### src/rtl/sa_out_reader.sv
// sa_out_reader
//   Takes the systolic array's parallel result matrix, which arrives as a
//   single-cycle pulse, and holds it in a two-entry ping-pong buffer. It then
//   streams the buffered matrices out one row per valid/ready handshake. The
//   array cannot be stalled, so a matrix that arrives while both entries are
//   full is discarded, and a saturating counter records how many were lost.
//
// Ports
//   clk, rst       rising-edge clock, asynchronous active-high reset
//   i_matrix_vld   one-cycle pulse: i_matrix is valid this cycle
//   i_matrix       result matrix, indexed [row][col]
//   o_row_vld      o_row holds a valid row
//   i_row_rdy      downstream accepts the row this cycle
//   o_row          current row, indexed [col]
//   o_row_idx      index of the current row
//   o_row_last     current row is the last row of its matrix
//   o_level        number of occupied buffer entries (0..2)
//   o_drop         one-cycle pulse, one cycle after a matrix was discarded
//   o_drop_cnt     saturating count of discarded matrices
module sa_out_reader #(
  parameter int SIZE       = 4,
  parameter int O_WIDTH    = 60,
  parameter int DCNT_WIDTH = 8
) (
  input  logic                      clk,
  input  logic                      rst,
  input  logic                      i_matrix_vld,
  input  logic [O_WIDTH-1:0]        i_matrix [SIZE][SIZE],
  output logic                      o_row_vld,
  input  logic                      i_row_rdy,
  output logic [O_WIDTH-1:0]        o_row [SIZE],
  output logic [$clog2(SIZE)-1:0]   o_row_idx,
  output logic                      o_row_last,
  output logic [1:0]                o_level,
  output logic                      o_drop,
  output logic [DCNT_WIDTH-1:0]     o_drop_cnt
);

  localparam int IDX_W = $clog2(SIZE);
  localparam logic [IDX_W-1:0] LAST_ROW = IDX_W'(SIZE - 1);

  // Data storage carries no reset; level_q alone decides what is valid.
  logic [O_WIDTH-1:0] mem_q [2][SIZE][SIZE];
  logic [O_WIDTH-1:0] mem_d [2][SIZE][SIZE];

  logic                  wr_ptr_q,   wr_ptr_d;
  logic                  rd_ptr_q,   rd_ptr_d;
  logic [1:0]            level_q,    level_d;
  logic [IDX_W-1:0]      row_cnt_q,  row_cnt_d;
  logic [DCNT_WIDTH-1:0] drop_cnt_q, drop_cnt_d;
  logic                  drop_q,     drop_d;

  logic hs;
  logic mdone;
  logic accept;
  logic drop_now;

  assign o_row_vld  = (level_q != 2'd0);
  assign o_row_idx  = row_cnt_q;
  assign o_row_last = o_row_vld & (row_cnt_q == LAST_ROW);
  assign o_level    = level_q;
  assign o_drop     = drop_q;
  assign o_drop_cnt = drop_cnt_q;

  always_comb begin
    o_row = mem_q[rd_ptr_q][row_cnt_q];
  end

  assign hs    = o_row_vld & i_row_rdy;
  assign mdone = hs & (row_cnt_q == LAST_ROW);
  // The entry freed by a finishing matrix is reusable in the same cycle,
  // so a full buffer still takes a new matrix while it finishes one.
  assign accept   = i_matrix_vld & ((level_q != 2'd2) | mdone);
  assign drop_now = i_matrix_vld & ~accept;

  always_comb begin
    mem_d = mem_q;
    if (accept) begin
      mem_d[wr_ptr_q] = i_matrix;
    end
  end

  always_comb begin
    wr_ptr_d   = wr_ptr_q ^ accept;
    rd_ptr_d   = rd_ptr_q ^ mdone;
    level_d    = level_q + {1'b0, accept} - {1'b0, mdone};
    row_cnt_d  = row_cnt_q;
    drop_d     = drop_now;
    drop_cnt_d = drop_cnt_q;
    if (mdone) begin
      row_cnt_d = '0;
    end else if (hs) begin
      row_cnt_d = row_cnt_q + IDX_W'(1);
    end
    if (drop_now && (drop_cnt_q != '1)) begin
      drop_cnt_d = drop_cnt_q + DCNT_WIDTH'(1);
    end
  end

  always_ff @(posedge clk) begin
    mem_q <= mem_d;
  end

  always_ff @(posedge clk or posedge rst) begin
    if (rst) begin
      wr_ptr_q   <= 1'b0;
      rd_ptr_q   <= 1'b0;
      level_q    <= 2'd0;
      row_cnt_q  <= '0;
      drop_cnt_q <= '0;
      drop_q     <= 1'b0;
    end else begin
      wr_ptr_q   <= wr_ptr_d;
      rd_ptr_q   <= rd_ptr_d;
      level_q    <= level_d;
      row_cnt_q  <= row_cnt_d;
      drop_cnt_q <= drop_cnt_d;
      drop_q     <= drop_d;
    end
  end

endmodule
### config.mk
export PLATFORM = sky130hd
export DESIGN_NAME = sa_out_reader
export DESIGN_NICKNAME = d
export VERILOG_FILES = /design/src/rtl/sa_out_reader.sv
export SDC_FILE = /design/constraint.sdc
export NUM_CORES = 1
export LEC_CHECK = 0
export BUFFER_PORTS_ARGS = -buffer_cell sky130_fd_sc_hd__buf_2
export CAP_MARGIN = 20
export CORE_ASPECT_RATIO = 0.8
export CORE_MARGIN = 2
export CORE_UTILIZATION = 30
export DETAILED_ROUTE_END_ITERATION = 8
export PLACE_DENSITY = 0.58
export SLEW_MARGIN = 10
export SYNTH_ARGS = -nofsm -noshare
export SYNTH_HDL_FRONTEND = slang
export SYNTH_SLANG_ARGS = --single-unit
### constraint.sdc
create_clock -name clk -period 53 [get_ports clk]
set_input_delay 5.3 -clock clk [delete_from_list [all_inputs] [get_ports clk]]
set_output_delay 5.3 -clock clk [all_outputs]
set_load 0.03 [all_outputs]
Word-level counts from Yosys, hierarchy flattened --
Cells that the tools add are included. W data, S select, Z words.
Word-level totals: register bits after elaboration 1935, input bits 964, logic and storage cells 76
Operators by class: add/subtract/negate cells 4, magnitude comparators 4, equal/unequal tests 3, multiplexer cells 11, bitwise logic cells 12, reductions and logical operators 4
Operators by type and width (count):
- $mux W960 | 4
- $bwmux W1920 | 1
- $demux W960 S1 | 1
- $bmux W240 S2 | 1
- $mux W240 | 2
- $add A8 B1 Y8 const B | 1
- $ne A8 B8 Y1 const B | 1
- $and A1 B1 Y1 | 5
- $ge A2 B2 Y1 const B | 2
- $mux W2 | 2
- $not A1 Y2 | 2
- $reduce_bool A2 Y1 | 2
- $ge A3 B3 Y1 const B | 1
- $not A2 Y3 | 1
- $add A2 B1 Y2 | 1
- $add A2 B1 Y2 const B | 1
- $eq A2 B2 Y1 const B | 1
- $logic_and A1 B1 Y1 | 2
- $lt A2 B1 Y1 const B | 1
- $ne A2 B2 Y1 const B | 1
- $sub A2 B1 Y2 | 1
- $xor A1 B1 Y1 | 2
- $not A1 Y1 | 1
- $or A1 B1 Y1 | 1

Depth between registers and ports, before layout --
word-level depth 8, mapped depth 9

Worst setup path after synthesis --
No wires, ideal clock.
path type input to register, start input i_row_rdy, end register mem_q[0] in the netlist's numbering, enable pin, library setup time 1.464 ns, arrival 27.335 ns, required time 51.536 ns, setup slack 24.201 ns, cell stages on the path 5, cell sequence nand2_1 nand2_1 nand2_1 inv_1 ha_1
Between the ends: longest elaborated chain between the ends 4
Ends and longest elaborated chain:
- start, declared | RTL line 30 | input logic i_row_rdy,
- $and A1 B1 Y1 | RTL line 69 | assign hs = o_row_vld & i_row_rdy;
- $and A1 B1 Y1 | RTL line 70 | assign mdone = hs & (row_cnt_q == LAST_ROW);
- $or A1 B1 Y1 | RTL line 73 | assign accept = i_matrix_vld & ((level_q != 2'd2) | mdone);
- $and A1 B1 Y1 | RTL line 73
- end signal, assigned | RTL line 101 | mem_q <= mem_d;
- end, declared | RTL line 43 | logic [O_WIDTH-1:0] mem_q [2][SIZE][SIZE];
No other way between the ends. A chain may end at the register's enable or synchronous reset.

==> impl_results.md <==
* Netlist cell types at 28
* Design area at 88700 um2
* Setup violations, final at 0
* Cells after Synth at between 2k and 3k
* Final HPWL DP at 139000 um
* Input/output buffers at 1218
* Global routing usage on met1 at 19.1%
* Hold buffers post-CTS at 0
* Fraction of layout instances using a drive strength above 1 at 52.8%
* Gates resized, CTS repair at 0
* Min-Delay Path Class: register to register
* Ys async rst share at 0.775%
* Initial antenna violation count at 188
* Simple-gate share of the synthesized area at less than 1%
* Leakage dissipation at 30.2 nW
* Grt total ovfl at 0
* Met3 GRT Util at 5.26%
* Wirelength, routed at 197000 um
* Synth Area in Adders at 0.103%
* XOR/XNOR Fraction of Synth Area at 0.0604%
* Routed len/inst at between 20 and 30 um
* Leading area contributor after synthesis: edfxtp_1
* Worst-Skew Late Latency at roughly 0.85 ns
* DP Area at between 80000 and 90000 um2
* Syn_nets at ~3.8k
* H-tree depth at 4
* ANT nets after route at 0
* RSZ-0062 raised after global routing: false
* Post-synthesis area per instance at 25.5 um2
* Core footprint at 241000 um2
* Final worst slack at 41.80 ns
* YS warnings at 0
* CTS root buffer: clkbuf_16
* Drt initial violations at approximately 3.6k
* Post-synth top area share at around 79%
* Multi-input gate area at 13900 um2
* Met2 Resource Use GR at 25.4%
* Number of flops mapped to enable cells by yosys at between 1.5k and 2k
* Max Slew Vio Count at 0
* Commonest non-fill, non-tap cell in the layout: edfxtp_1
* Sink Count at 1935
* Largest net degree at the start of global routing at 156
* Required @ worst endpoint at 47.70 ns
* I/O pins at 1219
* Worst hold slack at 0.549 ns
* GRT busiest layer: met2
* Slew headroom at 31.1%
* Post-synthesis mux area share at 18.7%
* Number of max-cap violations at 0
* Die height at between 400 and 500 um
* Fmax at 89.3 MHz
* CTS max path bufs at 4
* Setup TNS at 0 ns
* Compound-gate portion of the synthesized area at 0.0707%
* First-pass GRT wire length at approximately 270000 um
* Fin nets at 5147
* Endpoint type of the worst setup path: primary output
* Starting Density at 30.2%
* Inserted Clock Buffers at 198
* Routability Congestion at 0.869
* Fin crit period at about 11 ns
* Final hold vios at 0
* Register area at 58000 um2
* Most frequent cells in the layout: 1920 x edfxtp_1, 1218 x buf_2, 480 x mux4_2, 243 x mux2_2, 199 x clkbuf_16
* GRT Util Overall at 15.4%
* Number of global-route vias before repair at 37.1k
* Vias per Instance at roughly 4.7
* Vias at 35.9k
* CTS clk-pin slew, worst paths at 0.06 ns
* Row count at 161
* Setup Fix Bufs, Post-CTS at 0
* Die ar. at 246000 um2
* VDD IR max at between 0.00004 and 0.00005 V
* Top_reg_cell synth: edfxtp_1
* Register area share after synthesis at roughly four fifths
* CP top delay family: buffers and inverters
* Synthesized area at between 70000 and 80000 um2
* Startpoint Class: register
* Area Overhead vs Synth at 22.3%
* Period utilization at 21.1%
* WS Path Type: register to primary output
* Biggest fanout along the worst timing path at 91
* # DRC at 0
* TritonCTS clock tree: yes
* Critical Path, Cell by Cell: buf_4 > buf_12 > buf_4 > buf_4 > mux4_2 > mux2_2 > buf_2
* CP max stage delay at ~0.88 ns
* Buf/Inv on CP at 5
* Fill cell count at 22.1k
* Crit path DAT at around 5.9 ns
* #FFs+latches synth at about 1.9k
* Worst-margin pin slew at roughly 1.0 ns
* Status: completed
* First-pass iteration count of the detailed router at 5
* Top cells by area, synth: edfxtp_1 79%, mux4_2 15%, mux2_2 3.8%
* Largest family of logic cells by synthesized area: multiplexers
* Slowest cell on crit path: dfrtp_4
* Post-place setup slack at ~42 ns
* P per Cell Area at 61.1 nW/um2
* Fin Clk Skew at 0.0490 ns
* Die Wd at 554 um
* CP most frequent cell: buf_4
[synthesized netlist by cell type (2+ instances only)]
library cell and instances:
a21oi_1 3, xor2_1 2, buf_2 42, ha_1 6, clkbuf_1 73, xnor2_1 3
dfrtp_1 15, buf_1 9, nand2_1 6, buf_6 11, edfxtp_1 1920, and2_1 5
mux2_2 243, inv_1 6, nand3_1 4, nor3_1 2, mux4_2 480, nand4_1 3
and3_1 2
[worst register-to-register path, delay by kind of cell, from the launching register on]
kind                     cells  cell delay (ns)
AND/OR/NAND/NOR              3             0.29
buffers and inverters        6             4.49
flip-flops                   1             1.07
adder cells (fa/ha/maj)      2             1.23
[kinds of logic (layout without fill, tap and decap cells)]
kind of cell / after synthesis / count (layout)
multiplexers: 723 / 723
XOR/XNOR: 5 / 5
AND/OR/NAND/NOR: 26 / 26
buffers and inverters: 141 / 1616
flip-flops: 1935 / 1935
other: 0 / 65
adder cells (fa/ha/maj): 6 / 6
AO/OA/AOI/OAI: 8 / 8
[where the power goes]
group          switching, mW  total [mW]  internal (mW)
clock network          0.576        1.33          0.755
logic                   1.18        1.90          0.718
registers             0.0931        2.19           2.10
[routing by layer]
metal	vias up	part of all wire (%)
met2	1484	49
met5	-	0.40
met1	18700	39
met4	128	2.9
li1	15100	-
met3	494	8.7
[metrics by stage]
stage	utilization (%)	power [mW]	std cells
after floorplan	-	3.95	2844
after global placement	34.3	4.15	7154
after detailed placement	34.3	4.17	7154
after CTS	36.8	5.51	7496
after global routing	36.9	5.65	7528
final	36.9	5.42	7562
[registers in the layout, indices dropped and copies added, names as in the netlist]
signal / flops
o_drop: 1
o_level: 2
wr_ptr_q: 1
mem_q: 1920
o_row_idx: 2
o_drop_cnt: 8
rd_ptr_q: 1
[layout make-up]
type | instances | share of cell area (%)
Clock inverter | 115 | 1.14
Clock buffer | 227 | 5.73
Timing Repair Buffer | 1268 | 7.39
Inverter | 6 | 0.0254
Sequential cell | 1935 | 65.4
Antenna cell | 65 | 0.183
Tap cell | 3178 | 4.48
Multi-Input combinational cell | 768 | 15.6
[final timing paths]
check | start | endpoint | slack (ns) | depth (start not counted)
worst min-delay path | o_level[1]$_DFF_PP0_ | o_level[1]$_DFF_PP0_ | 0.55 | 1
worst min register to register | o_level[1]$_DFF_PP0_ | o_level[1]$_DFF_PP0_ | 0.55 | 1
min in group asynchronous | rst | o_drop_cnt[1]$_DFFE_PP0P_ | 4.67 | 2
max in group asynchronous | rst | o_row_idx[0]$_DFFE_PP0P_ | 47.76 | 2
worst max register to register | o_row_idx[1]$_DFFE_PP0P_ | mem_q[1267]$_DFFE_PP_ | 45.45 | 11
worst max-delay path | rd_ptr_q$_DFF_PP0_ | o_row[24] | 41.80 | 7
Power figures use the tool's default switching activity.
